===== src/rtl/fb_scanout.sv =====
// fb_scanout: read side of the 1-bit framebuffer.
//
// Generates VGA timing (640x480@60 by default) from the pixel clock, issues one
// sequential, row-major read per active pixel, and re-aligns the returned
// pixel bit with delayed blank/sync so that all vga_* outputs change together.
// Pixel (x,y) reaches vga_* exactly RD_LAT+2 clocks after the counters hold
// (x,y).
//
// Ports:
//   clk        pixel clock
//   rst        asynchronous, active-low reset
//   rd_en      read strobe to the pixel memory (one per active pixel)
//   rd_addr    linear row-major pixel address, valid with rd_en
//   rd_data    pixel bit, valid RD_LAT clocks after rd_en
//   in_display active-video flag, aligned with vga_*
//   frame      one-clock strobe at the start of vertical blanking
//   line       one-clock strobe at the start of each horizontal blanking
//   vga_r/g/b  monochrome colour, forced to 0 outside active video
//   vga_hs     horizontal sync, active-low
//   vga_vs     vertical sync, active-low
module fb_scanout #(
  parameter int unsigned H_ACTIVE = 640,
  parameter int unsigned H_FP     = 16,
  parameter int unsigned H_SYNC   = 96,
  parameter int unsigned H_BP     = 48,
  parameter int unsigned V_ACTIVE = 480,
  parameter int unsigned V_FP     = 10,
  parameter int unsigned V_SYNC   = 2,
  parameter int unsigned V_BP     = 33,
  parameter int unsigned RD_LAT   = 2,
  parameter int unsigned ADDR_W   = 19
) (
  input  logic              clk,
  input  logic              rst,
  output logic              rd_en,
  output logic [ADDR_W-1:0] rd_addr,
  input  logic              rd_data,
  output logic              in_display,
  output logic              frame,
  output logic              line,
  output logic              vga_r,
  output logic              vga_g,
  output logic              vga_b,
  output logic              vga_hs,
  output logic              vga_vs
);

  localparam int unsigned H_TOTAL  = H_ACTIVE + H_FP + H_SYNC + H_BP;
  localparam int unsigned V_TOTAL  = V_ACTIVE + V_FP + V_SYNC + V_BP;
  localparam int unsigned HCW      = $clog2(H_TOTAL);
  localparam int unsigned VCW      = $clog2(V_TOTAL);
  localparam int unsigned HS_START = H_ACTIVE + H_FP;
  localparam int unsigned HS_END   = HS_START + H_SYNC;
  localparam int unsigned VS_START = V_ACTIVE + V_FP;
  localparam int unsigned VS_END   = VS_START + V_SYNC;

  logic [HCW-1:0]    hcnt_q, hcnt_d;
  logic [VCW-1:0]    vcnt_q, vcnt_d;
  logic [ADDR_W-1:0] addr_q, addr_d;
  logic              h_last, v_last;
  logic              act0, hs0, vs0;
  logic              frame_d, line_d;

  // Bit 0 is the rd_en stage; bit RD_LAT lines up with rd_data.
  logic [RD_LAT:0]   act_q, hs_q, vs_q;

  logic              disp_q, rgb_q, hs_out_q, vs_out_q;
  logic              frame_q, line_q;

  always_comb begin
    h_last = (hcnt_q == HCW'(H_TOTAL - 1));
    v_last = (vcnt_q == VCW'(V_TOTAL - 1));

    hcnt_d = h_last ? '0 : hcnt_q + HCW'(1);
    vcnt_d = vcnt_q;
    if (h_last) begin
      vcnt_d = v_last ? '0 : vcnt_q + VCW'(1);
    end

    act0 = (hcnt_q < HCW'(H_ACTIVE)) && (vcnt_q < VCW'(V_ACTIVE));
    hs0  = !((hcnt_q >= HCW'(HS_START)) && (hcnt_q < HCW'(HS_END)));
    vs0  = !((vcnt_q >= VCW'(VS_START)) && (vcnt_q < VCW'(VS_END)));

    frame_d = (hcnt_q == '0) && (vcnt_q == VCW'(V_ACTIVE));
    line_d  = (hcnt_q == HCW'(H_ACTIVE));

    // Address restarts on the frame wrap; otherwise it steps once per issued read.
    addr_d = addr_q;
    if (h_last && v_last) begin
      addr_d = '0;
    end else if (act_q[0]) begin
      addr_d = addr_q + ADDR_W'(1);
    end
  end

  always_ff @(posedge clk or negedge rst) begin
    if (!rst) begin
      hcnt_q   <= '0;
      vcnt_q   <= '0;
      addr_q   <= '0;
      act_q    <= '0;
      hs_q     <= '1;
      vs_q     <= '1;
      disp_q   <= 1'b0;
      rgb_q    <= 1'b0;
      hs_out_q <= 1'b1;
      vs_out_q <= 1'b1;
      frame_q  <= 1'b0;
      line_q   <= 1'b0;
    end else begin
      hcnt_q   <= hcnt_d;
      vcnt_q   <= vcnt_d;
      addr_q   <= addr_d;
      act_q    <= {act_q[RD_LAT-1:0], act0};
      hs_q     <= {hs_q[RD_LAT-1:0], hs0};
      vs_q     <= {vs_q[RD_LAT-1:0], vs0};
      disp_q   <= act_q[RD_LAT];
      // Blanking masks whatever the memory returns outside active video.
      rgb_q    <= rd_data & act_q[RD_LAT];
      hs_out_q <= hs_q[RD_LAT];
      vs_out_q <= vs_q[RD_LAT];
      frame_q  <= frame_d;
      line_q   <= line_d;
    end
  end

  assign rd_en      = act_q[0];
  assign rd_addr    = addr_q;
  assign in_display = disp_q;
  assign frame      = frame_q;
  assign line       = line_q;
  assign vga_r      = rgb_q;
  assign vga_g      = rgb_q;
  assign vga_b      = rgb_q;
  assign vga_hs     = hs_out_q;
  assign vga_vs     = vs_out_q;

endmodule

===== config.mk =====
export PLATFORM = sky130hd
export DESIGN_NAME = fb_scanout
export DESIGN_NICKNAME = d
export VERILOG_FILES = /design/src/rtl/fb_scanout.sv
export SDC_FILE = /design/constraint.sdc
export NUM_CORES = 1
export LEC_CHECK = 0
export ABC_AREA = 0
export BUFFER_PORTS_ARGS = -buffer_cell sky130_fd_sc_hd__clkbuf_2
export CORE_MARGIN = 3
export CORE_UTILIZATION = 30
export DETAILED_ROUTE_END_ITERATION = 16
export SYNTH_ARGS = -nofsm -noshare
export SYNTH_HDL_FRONTEND = slang
export SYNTH_SLANG_ARGS = --single-unit

===== constraint.sdc =====
create_clock -name clk -period 2 [get_ports clk]
set_input_delay 0.4 -clock clk [delete_from_list [all_inputs] [get_ports clk]]
set_output_delay 0.4 -clock clk [all_outputs]
set_load 0.005 [all_outputs]

==> results.md, run 1 <==
* Area of the mapped netlist at 2410 um^2
* Remaining antenna violation count after routing at 0
* Input/output buffers at 30
* Count of clock tree sinks at 54
* Syn nets at 234
* H-tree depth at 2
* Starting Density at 31.0%
* Crit Path Class: flip-flop to flip-flop
* Die Y at 95.6 um
* Clock Root Buffer: clkbuf_8
* Clk_skew at 0.00981 ns
* Initial antenna violation count at 0
* Post-DP HPWL at 3240 um
* Worst Hold Class: primary input to async pin
* Fill cell count at 777
* Post-synth top area cell: dfrtp_1
* Synth cell types at 35
* Core footprint at 7770 um^2
* Row cnt at 32
* WHS at 0.0219 ns
* Post-layout min period at 2.00 ns
* Max-cap violations at 0
* Top cell type's share of synthesized area at 47.8%
* Total power at 0.00186 W
* Multi-input gate area at 982 um^2
* Pin count of the biggest net entering global routing at 38
* GRT Total Usage at 10.5%
* Share of layout cells above drive strength 1 at 26.3%
* Drt pass-1 iters at 4
* Register area share after synthesis at 56.5%
* Die area at 9140 um^2
* Routability Congestion at 0.815
* Avg Cell Area, Syn at 10.7 um^2
* Slew @ Worst Pin at 0.461 ns
* Total grt overflow at 0
* Period utilization at 99.9%
* First-pass GRT wire length at 7600 um
* TritonCTS Buffers at 5
* Slew margin rel. at 69.3%
* DR iter-0 viols at 75
* Antenna cell count at 0
* Fmax at 501 MHz
* Total Wirelength at 4550 um
* Gate Count Post-Synth at 226
* Vias in the first global route at 1577
* CP required at 2.25 ns
* Fin nets at 285
* Dominant cells by area after synthesis: dfrtp_1 (48%), dfstp_2 (8.7%), xnor2_1 (6.5%)
* Crit path launch type: flip-flop
* Vias/cell at 4.72
* Run status: finished clean
* Critical Path AT at 2.25 ns
* Commonest non-fill, non-tap cell in the layout: dfrtp_1
* # DRC at 0
* Synth Warn # at 0
* Register area at 1360 um^2
* P per Cell Area at 632 nW/um^2
* # IOs at 31
* Most frequent cells in the layout: dfrtp_1 (46), nor2_1 (35), clkbuf_2 (30), buf_4 (19), xnor2_1 (18)
* Maximum clock insertion buffer count at 2
* Worst IR Drop VDD at 0.000376 V
* RSZ-0062 raised after global routing: true
* Slew Limit Fails at 0
* Clock latency on the worst-skew pair at 0.31 ns
* CTS tree: built
* Final hold violations at 0
* Leak Pwr at 1.32 nW
* Die W at 95.6 um
* Crit path capture type: flip-flop
* Final setup fails at 0
* Dominant synthesized flop cell: dfrtp_1
* Post-synth EDFFs at 0
* Via count at 1793
* Clk pin slew, worst setup/hold paths at 0.10 ns
* Area delta synth->final at 22.3%
* CP max FO at 5
* Post-synthesis register bit count at 54
* Ys async rst share at 100%
* Drt wl/cell at 12.0 um
==> path summary, 6_finish.rpt <==
kind	slack, ns	start	endpoint	depth (start not counted)
setup / recovery	0.002	hcnt_q[6]	vcnt_q[9]	4
hold / removal	0.02	rst	hcnt_q[8]	1
setup reg to reg	0.002	hcnt_q[6]	vcnt_q[9]	4
hold reg to reg	0.36	hs_q[0]	hs_q[1]	0
max in group asynchronous	1.36	rst	vs_q[0]	2
min in group clk	0.31	rd_data	vga_b	2
==> power breakdown <==
part | internal, W | switching [W]
sequential | 0.00109 | 0.000000626
combinational | 0.00000775 | 0.0000223
clock | 0.000376 | 0.000362
total | 0.00148 | 0.000385
==> timing repair <==
action,CTS,global route
setup buffers,0,1
gates resized for setup,1,2
hold buffers,0,0
setup endpoints to repair,2,23
==> kinds of logic after synthesis <==
family / after synthesis / synth area share [%]
AO/OA/AOI/OAI: 14 / 3.58
AND/OR/NAND/NOR: 110 / 23.8
XOR/XNOR: 27 / 9.82
flip-flops: 54 / 56.5
buffers and inverters: 15 / 3.22
adder cells (fa/ha/maj): 5 / 2.60
multiplexers: 1 / 0.416
==> sequential cells by signal, summed over array words and instances (netlist names), 3 cells and up <==
name and flops:
hcnt_q 10, hs_q 3, vcnt_q 10, act_q 3, rd_addr 19, vs_q 3
==> stage by stage <==
stage / cells / setup TNS (ns) / cell area [um^2] / setup slack (ns) / util [%]
6_report: 380 / 0 / 2950 / 0.00215 / 37.9
5_1_grt: 380 / -0.0413 / 2950 / -0.0413 / 37.9
3_3_place_gp: 371 / -0.00479 / 2810 / -0.00479 / 36.2
3_5_place_dp: 371 / -0.00829 / 2810 / -0.00829 / 36.2
2_1_floorplan: 226 / -0.419 / 2410 / -0.121 / -
4_1_cts: 379 / 0 / 2930 / 0.00251 / 37.7
==> synth_stat cells (3+ instances only) <==
library cell / instances
dfrtp_1: 46
nor2_1: 36
xnor2_1: 18
nand3_1: 15
nand4_1: 11
nor4_1: 11
nand2_1: 10
xor2_1: 9
dfstp_2: 8
inv_1: 8
nor3_1: 6
o21ai_0: 6
and3_1: 5
ha_1: 5
or3_1: 4
buf_4: 3
==> cell type report <==
class | count | share of cell area (%)
Clock buffer | 5 | 2.34
Clock inverter | 3 | 1.49
Inverter | 8 | 1.02
Multi-Input combinational cell | 157 | 33.3
Sequential cell | 54 | 46.2
Tap cell | 102 | 4.33
Timing Repair Buffer | 51 | 11.3
==> worst max-delay path, stage by stage, from the launching register on <==
cell and delay (ns):
dfrtp_1 0.39, or4b_4 0.53, or3_4 0.41, or4_4 0.49
a21oi_2 0.12
==> metal layers <==
layer  wire (um)  global-route usage [%]
met1        2240                    15.0
met2        1920                    14.5
met3         345                    3.95
met4          51                    3.55
met5           0                       0
Note: power is estimated with default switching activity, not from simulation.
==> run 2: changes to the inputs <==
--- a/config.mk
+++ b/config.mk
@@ -10,6 +10,7 @@
 export CORE_MARGIN = 3
 export CORE_UTILIZATION = 30
 export DETAILED_ROUTE_END_ITERATION = 16
+export SLEW_MARGIN = 15
 export SYNTH_ARGS = -nofsm -noshare
 export SYNTH_HDL_FRONTEND = slang
 export SYNTH_SLANG_ARGS = --single-unit
==> constraint.sdc (replaced) <==
create_clock -name clk -period 1.8 [get_ports clk]
set_input_delay 0.36 -clock clk [delete_from_list [all_inputs] [get_ports clk]]
set_output_delay 0.36 -clock clk [all_outputs]
set_load 0.005 [all_outputs]
==> run 2 against run 1 <==
Core utilization rose by 2.2 points. First-iteration DRC count rose by 4.0%. Largest cell class unchanged. Worst setup slack got worse by 0.17 ns. The run now ends with setup timing left. Sequential cell count did not move. Routed wire length rose by 7.0%. Worst hold slack improved by 0.019 ns. Critical path type unchanged. Total power rose by 11%. Via count rose by 4.2%. Register-to-register slack got worse by 0.17 ns. Critical path depth did not move. Largest power group unchanged.
==> results.md, run 2 (synthesis results as in run 1) <==
* Vias/cell at 4.71
* Vias in the first global route at 1770
* Metal2 WL at 2240 um
* WL met1 at 2410 um
* Input/output buffers at 30
* Initial antenna violation count at 0
* Crit path launch type: flip-flop
* Die Y at 95.6 um
* Slew @ Worst Pin at 0.611 ns
* Via count at 1868
* Starting Density at 31.0%
* Drt wl/cell at 12.3 um
* Power share of the clock group at 39.2%
* Die W at 95.6 um
* GRT Total Usage at 11.5%
* Fin nets at 302
* First-pass GRT wire length at 8300 um
* Antenna cell count at 0
* Row cnt at 32
* Fmax at 509 MHz
* H-tree depth at 2
* Count of clock tree sinks at 54
* Register area at 1360 um^2
* Clock Root Buffer: clkbuf_8
* Leak Pwr at 1.44 nW
* Core footprint at 7770 um^2
* Max Used Layer: met4
* Fill cell count at 780
* Maximum clock insertion buffer count at 2
* Die area at 9140 um^2
* Drt pass-1 iters at 4
* Crit path capture type: flip-flop
* Final WS setup at -0.164 ns
* Period utilization at 109%
* P per Cell Area at 662 nW/um^2
* Slew Limit Fails at 0
* Run status: complete, but fails checks
* CP max FO at 5
* CP required at 2.04 ns
* Multi-input gate area at 1030 um^2
* # DRC at 0
* Crit Path Class: flip-flop to flip-flop
* Worst IR Drop VDD at 0.000346 V
* RSZ-0062 raised after global routing: true
* Setup TNS at -1.64 ns
* Pint at 0.00164 W
* Critical Path AT at 2.20 ns
* WL met3 at 161 um
* Switching Share at 20.4%
* Area delta synth->final at 29.4%
* Total power at 0.00206 W
* Place WS at -0.225 ns
* Design area at 3120 um^2
* DR iter-0 viols at 78
* Routability Congestion at 0.767
* Hold_buf cts at 0
* Total Wirelength at 4880 um
* Slew margin rel. at 59.3%
* Post-layout min period at 1.96 ns
* Share of layout cells above drive strength 1 at 32.2%
* Sequential power share at 58.9%
* Clk_skew at 0.0100 ns
* Post-DP HPWL at 3450 um
* Remaining antenna violation count after routing at 0
* CTS tree: built
* Clock latency on the worst-skew pair at 0.31 ns
* Commonest non-fill, non-tap cell in the layout: dfrtp_1
* Switching power at 0.000421 W
* Worst Hold Class: primary input to async pin
* Final hold violations at 0
* Comb pwr share at 1.9%
* Reg2Reg Depth at 4
* Area after DPL at 2930 um^2
* Clk pin slew, worst setup/hold paths at 0.10 ns
* Final core occ at 40.1%
* Max FFs per register at 19
* Total grt overflow at 0
* Most frequent cells in the layout: dfrtp_1 (46), buf_4 (36), nor2_1 (35), clkbuf_2 (30), xnor2_1 (18)
* Final setup fails at 25
* # IOs at 31
* Pin count of the biggest net entering global routing at 25
* Max-cap violations at 0
* TritonCTS Buffers at 5
* Failing checks: setup timing
* Worst R2R Setup Slack at -0.16 ns
run 2: what timing repair did:
| action | CTS | global route |
|---|---|---|
| gates cloned | 0 | 0 |
| buffers inserted | 1 | 1 |
| endpoints found under the setup margin | 25 | 30 |
| pin swaps | 2 | 0 |
| resized for setup | 4 | 7 |
run 2: metrics by stage:
step | instances | hold slack, ns
after floorplan | 226 | 0.0644
after global placement | 387 | 0.339
after detailed placement | 387 | 0.348
after CTS | 396 | 0.0502
after global routing | 397 | 0.0735
final | 397 | 0.0407
run 2: critical path: stages (launching register included):
cell and delay [ns]:
dfrtp_1 0.39, or4b_4 0.53, or3_4 0.37, or4_4 0.49
a21oi_2 0.12
run 2: layout make-up:
cell class	count	share of cell area, %
clock buffers	6	2.33
flip-flops and latches	54	43.7
clock inverters	2	1.20
repair buffers	68	14.8
inverters	8	0.964
multi-input cells	157	32.9
well taps	102	4.10
run 2: per-layer routing:
layer  global-route usage (%)  vias to the layer above
li1                         -                      919
met1                     16.6                      909
met2                     17.0                       34
met3                     2.37                        6
met4                     4.03                        0
met5                        0                        -
run 2: power groups by stage:
stage	combinational (W)	clock, W	sequential, W
finish	0.0000382	0.000809	0.00121
global route	0.0000447	0.000888	0.00122
CTS	0.0000407	0.000849	0.00122
detailed placement	0.0000405	0	0.00124
global placement	0.0000397	0	0.00124
floorplan	0.00000429	0	0.00124
run 2: path summary, 6_finish.rpt:
path / start / to
hold / removal: rst / rd_addr[5]
min in group clk: rd_data / vga_b
setup reg to reg: hcnt_q[6] / vcnt_q[9]
max in group asynchronous: rst / hcnt_q[8]
setup / recovery: hcnt_q[6] / vcnt_q[9]
hold reg to reg: hs_q[0] / hs_q[1]
==> run 3: changes to the inputs <==
--- a/config.mk
+++ b/config.mk
@@ -10,6 +10,7 @@
 export CORE_MARGIN = 3
 export CORE_UTILIZATION = 30
 export DETAILED_ROUTE_END_ITERATION = 16
+export RECOVER_POWER = 100
 export SLEW_MARGIN = 15
 export SYNTH_ARGS = -nofsm -noshare
 export SYNTH_HDL_FRONTEND = slang
==> run 3 against run 2 <==
The flow still finishes with violations (setup timing). First-iteration DRC count fell by 10%. Worst setup slack got worse by 0.0012 ns. Sequential cell count did not move. Core utilization shrank 0.60 points. Cell count did not move. Non-clock buffer count unchanged. Highest routed layer unchanged.
==> results.md, run 3 (synthesis results as in run 1) <==
* TritonCTS Buffers at 5
* Hold path startpoint: rd_data
* Placed insts at 387
* Worst Hold Class: primary input to flip-flop
* Critical Path AT at 2.21 ns
* Max-cap violations at 0
* CP required at 2.04 ns
* Drt pass-1 iters at 4
* Maximum clock insertion buffer count at 2
* Post-layout min period at 1.97 ns
* Crit path capture type: flip-flop
* Sequential power share at 59.0%
* Crit path launch type: flip-flop
* Total Wirelength at 4890 um
* Die area at 9140 um^2
* Vias in the first global route at 1770
* Share of layout cells above drive strength 1 at 27.8%
* Commonest non-fill, non-tap cell in the layout: dfrtp_1
* Hold depth at 2
* Post-route insts no fill at 397
* Clock latency on the worst-skew pair at 0.31 ns
* Starting Density at 31.0%
* Place WS at -0.225 ns
* Worst IR Drop VDD at 0.000348 V
* Antenna cell count at 0
* First-pass GRT wire length at 8300 um
* Via count at 1861
* Final hold violations at 0
* Worst r2r src: hcnt_q[6]
* Multi-input gate area at 1030 um^2
* Fill cell count at 790
* Drt wl/cell at 12.3 um
* P per Cell Area at 671 nW/um^2
* Input/output buffers at 30
* Pin count of the biggest net entering global routing at 25
* Clk pin slew, worst setup/hold paths at 0.09 ns
* Row cnt at 32
* Clk_skew at 0.0111 ns
* Count of clock tree sinks at 54
* CP max FO at 5
* Slew Limit Fails at 0
* Power share of the clock group at 39.5%
* Switching power at 0.000425 W
* Core footprint at 7770 um^2
* Failing checks: setup timing
* Pint at 0.00163 W
* RSZ-0062 raised after global routing: true
* CTS tree: built
* GRT Total Usage at 11.5%
* Slew @ Worst Pin at 1.23 ns
* Crit Path Class: flip-flop to flip-flop
* Fmax at 509 MHz
* Die Y at 95.6 um
* Area delta synth->final at 27.4%
* Remaining antenna violation count after routing at 0
* Worst setup path start: hcnt_q[6]
* Max FFs per register at 19
* # IOs at 31
* Final setup fails at 25
* Vias/cell at 4.69
* Routability Congestion at 0.767
* Final core occ at 39.5%
* Die W at 95.6 um
* Slew margin rel. at 18.3%
* H-tree depth at 2
* Reg2Reg Depth at 4
* Fin nets at 302
* Switching Share at 20.6%
* Post-DP HPWL at 3450 um
* Initial antenna violation count at 0
* Period utilization at 109%
* Most frequent cells in the layout: dfrtp_1 (46), nor2_1 (35), buf_4 (29), clkbuf_2 (24), xnor2_1 (18)
* Clock Root Buffer: clkbuf_8
* Total grt overflow at 0
* Comb pwr share at 1.5%
* Final WS setup at -0.165 ns
* DR iter-0 viols at 70
* Register area at 1360 um^2
* Run status: complete, but fails checks
* # DRC at 0
* Leak Pwr at 1.39 nW
-- run 3: cell types whose count changed in the layout (fill, tap and decap cells not counted), sizes merged --
| cell | change |
|---|---|
| clkbuf | +8 |
| buf | -8 |
-- run 3: layout make-up --
| class | count | area share, % |
|---|---|---|
| tap | 102 | 4.16 |
| timing repair buffer | 68 | 13.5 |
| inverter | 8 | 0.978 |
| clock buffer | 6 | 2.36 |
| clock inverter | 2 | 1.22 |
| sequential | 54 | 44.4 |
| multi-input combinational | 157 | 33.4 |
-- run 3: worst paths after layout --
kind | endpoint | slack (ns)
setup / recovery | vcnt_q[9] | -0.17
hold / removal | vga_b | 0.27
setup reg to reg | vcnt_q[9] | -0.17
hold reg to reg | hs_q[1] | 0.36
max in group asynchronous | vcnt_q[0] | 0.35
min in group asynchronous | rd_addr[5] | 0.28
-- run 3: layer usage --
metal	vias up	wire, um	GRT usage [%]	share of wire (%)
li1	921	-	-	-
met1	904	2450	16.6	50
met2	30	2210	17.0	45
met3	6	164	2.37	3.4
met4	0	65	4.03	1.3
met5	-	0	0	0
-- run 3: power groups by stage --
stage               registers, W  clock network, W   logic [W]
floorplan                0.00124                 0  0.00000429
global placement         0.00124                 0   0.0000397
detailed placement       0.00124                 0   0.0000405
CTS                      0.00122          0.000849   0.0000407
global route             0.00122          0.000888   0.0000376
finish                   0.00122          0.000813   0.0000315
-- run 3: worst max-delay path, cell delays in order, from the launching register on --
cell and delay [ns]:
dfrtp_1 0.39, or4b_4 0.53, or3_4 0.37, or4_4 0.49
a21oi_2 0.12
-- run 3: metrics by stage --
step / TNS (ns) / cell area (um^2) / hold WS (ns) / power, W
6_report: -1.67 / 3070 / 0.274 / 0.00206
5_1_grt: -3.15 / 3070 / 0.264 / 0.00214
4_1_cts: -1.57 / 3070 / 0.0502 / 0.00210
3_5_place_dp: -3.45 / 2930 / 0.348 / 0.00128
3_3_place_gp: -3.02 / 2930 / 0.339 / 0.00128
2_1_floorplan: -4.45 / 2410 / 0.0644 / 0.00124
-- run 3: repair_timing --
item,4_1_cts,5_1_grt
setup buffers,1,1
hold buffers,0,0
endpoints found under the setup margin,25,30
gates resized for setup,4,7
pin swaps,2,0
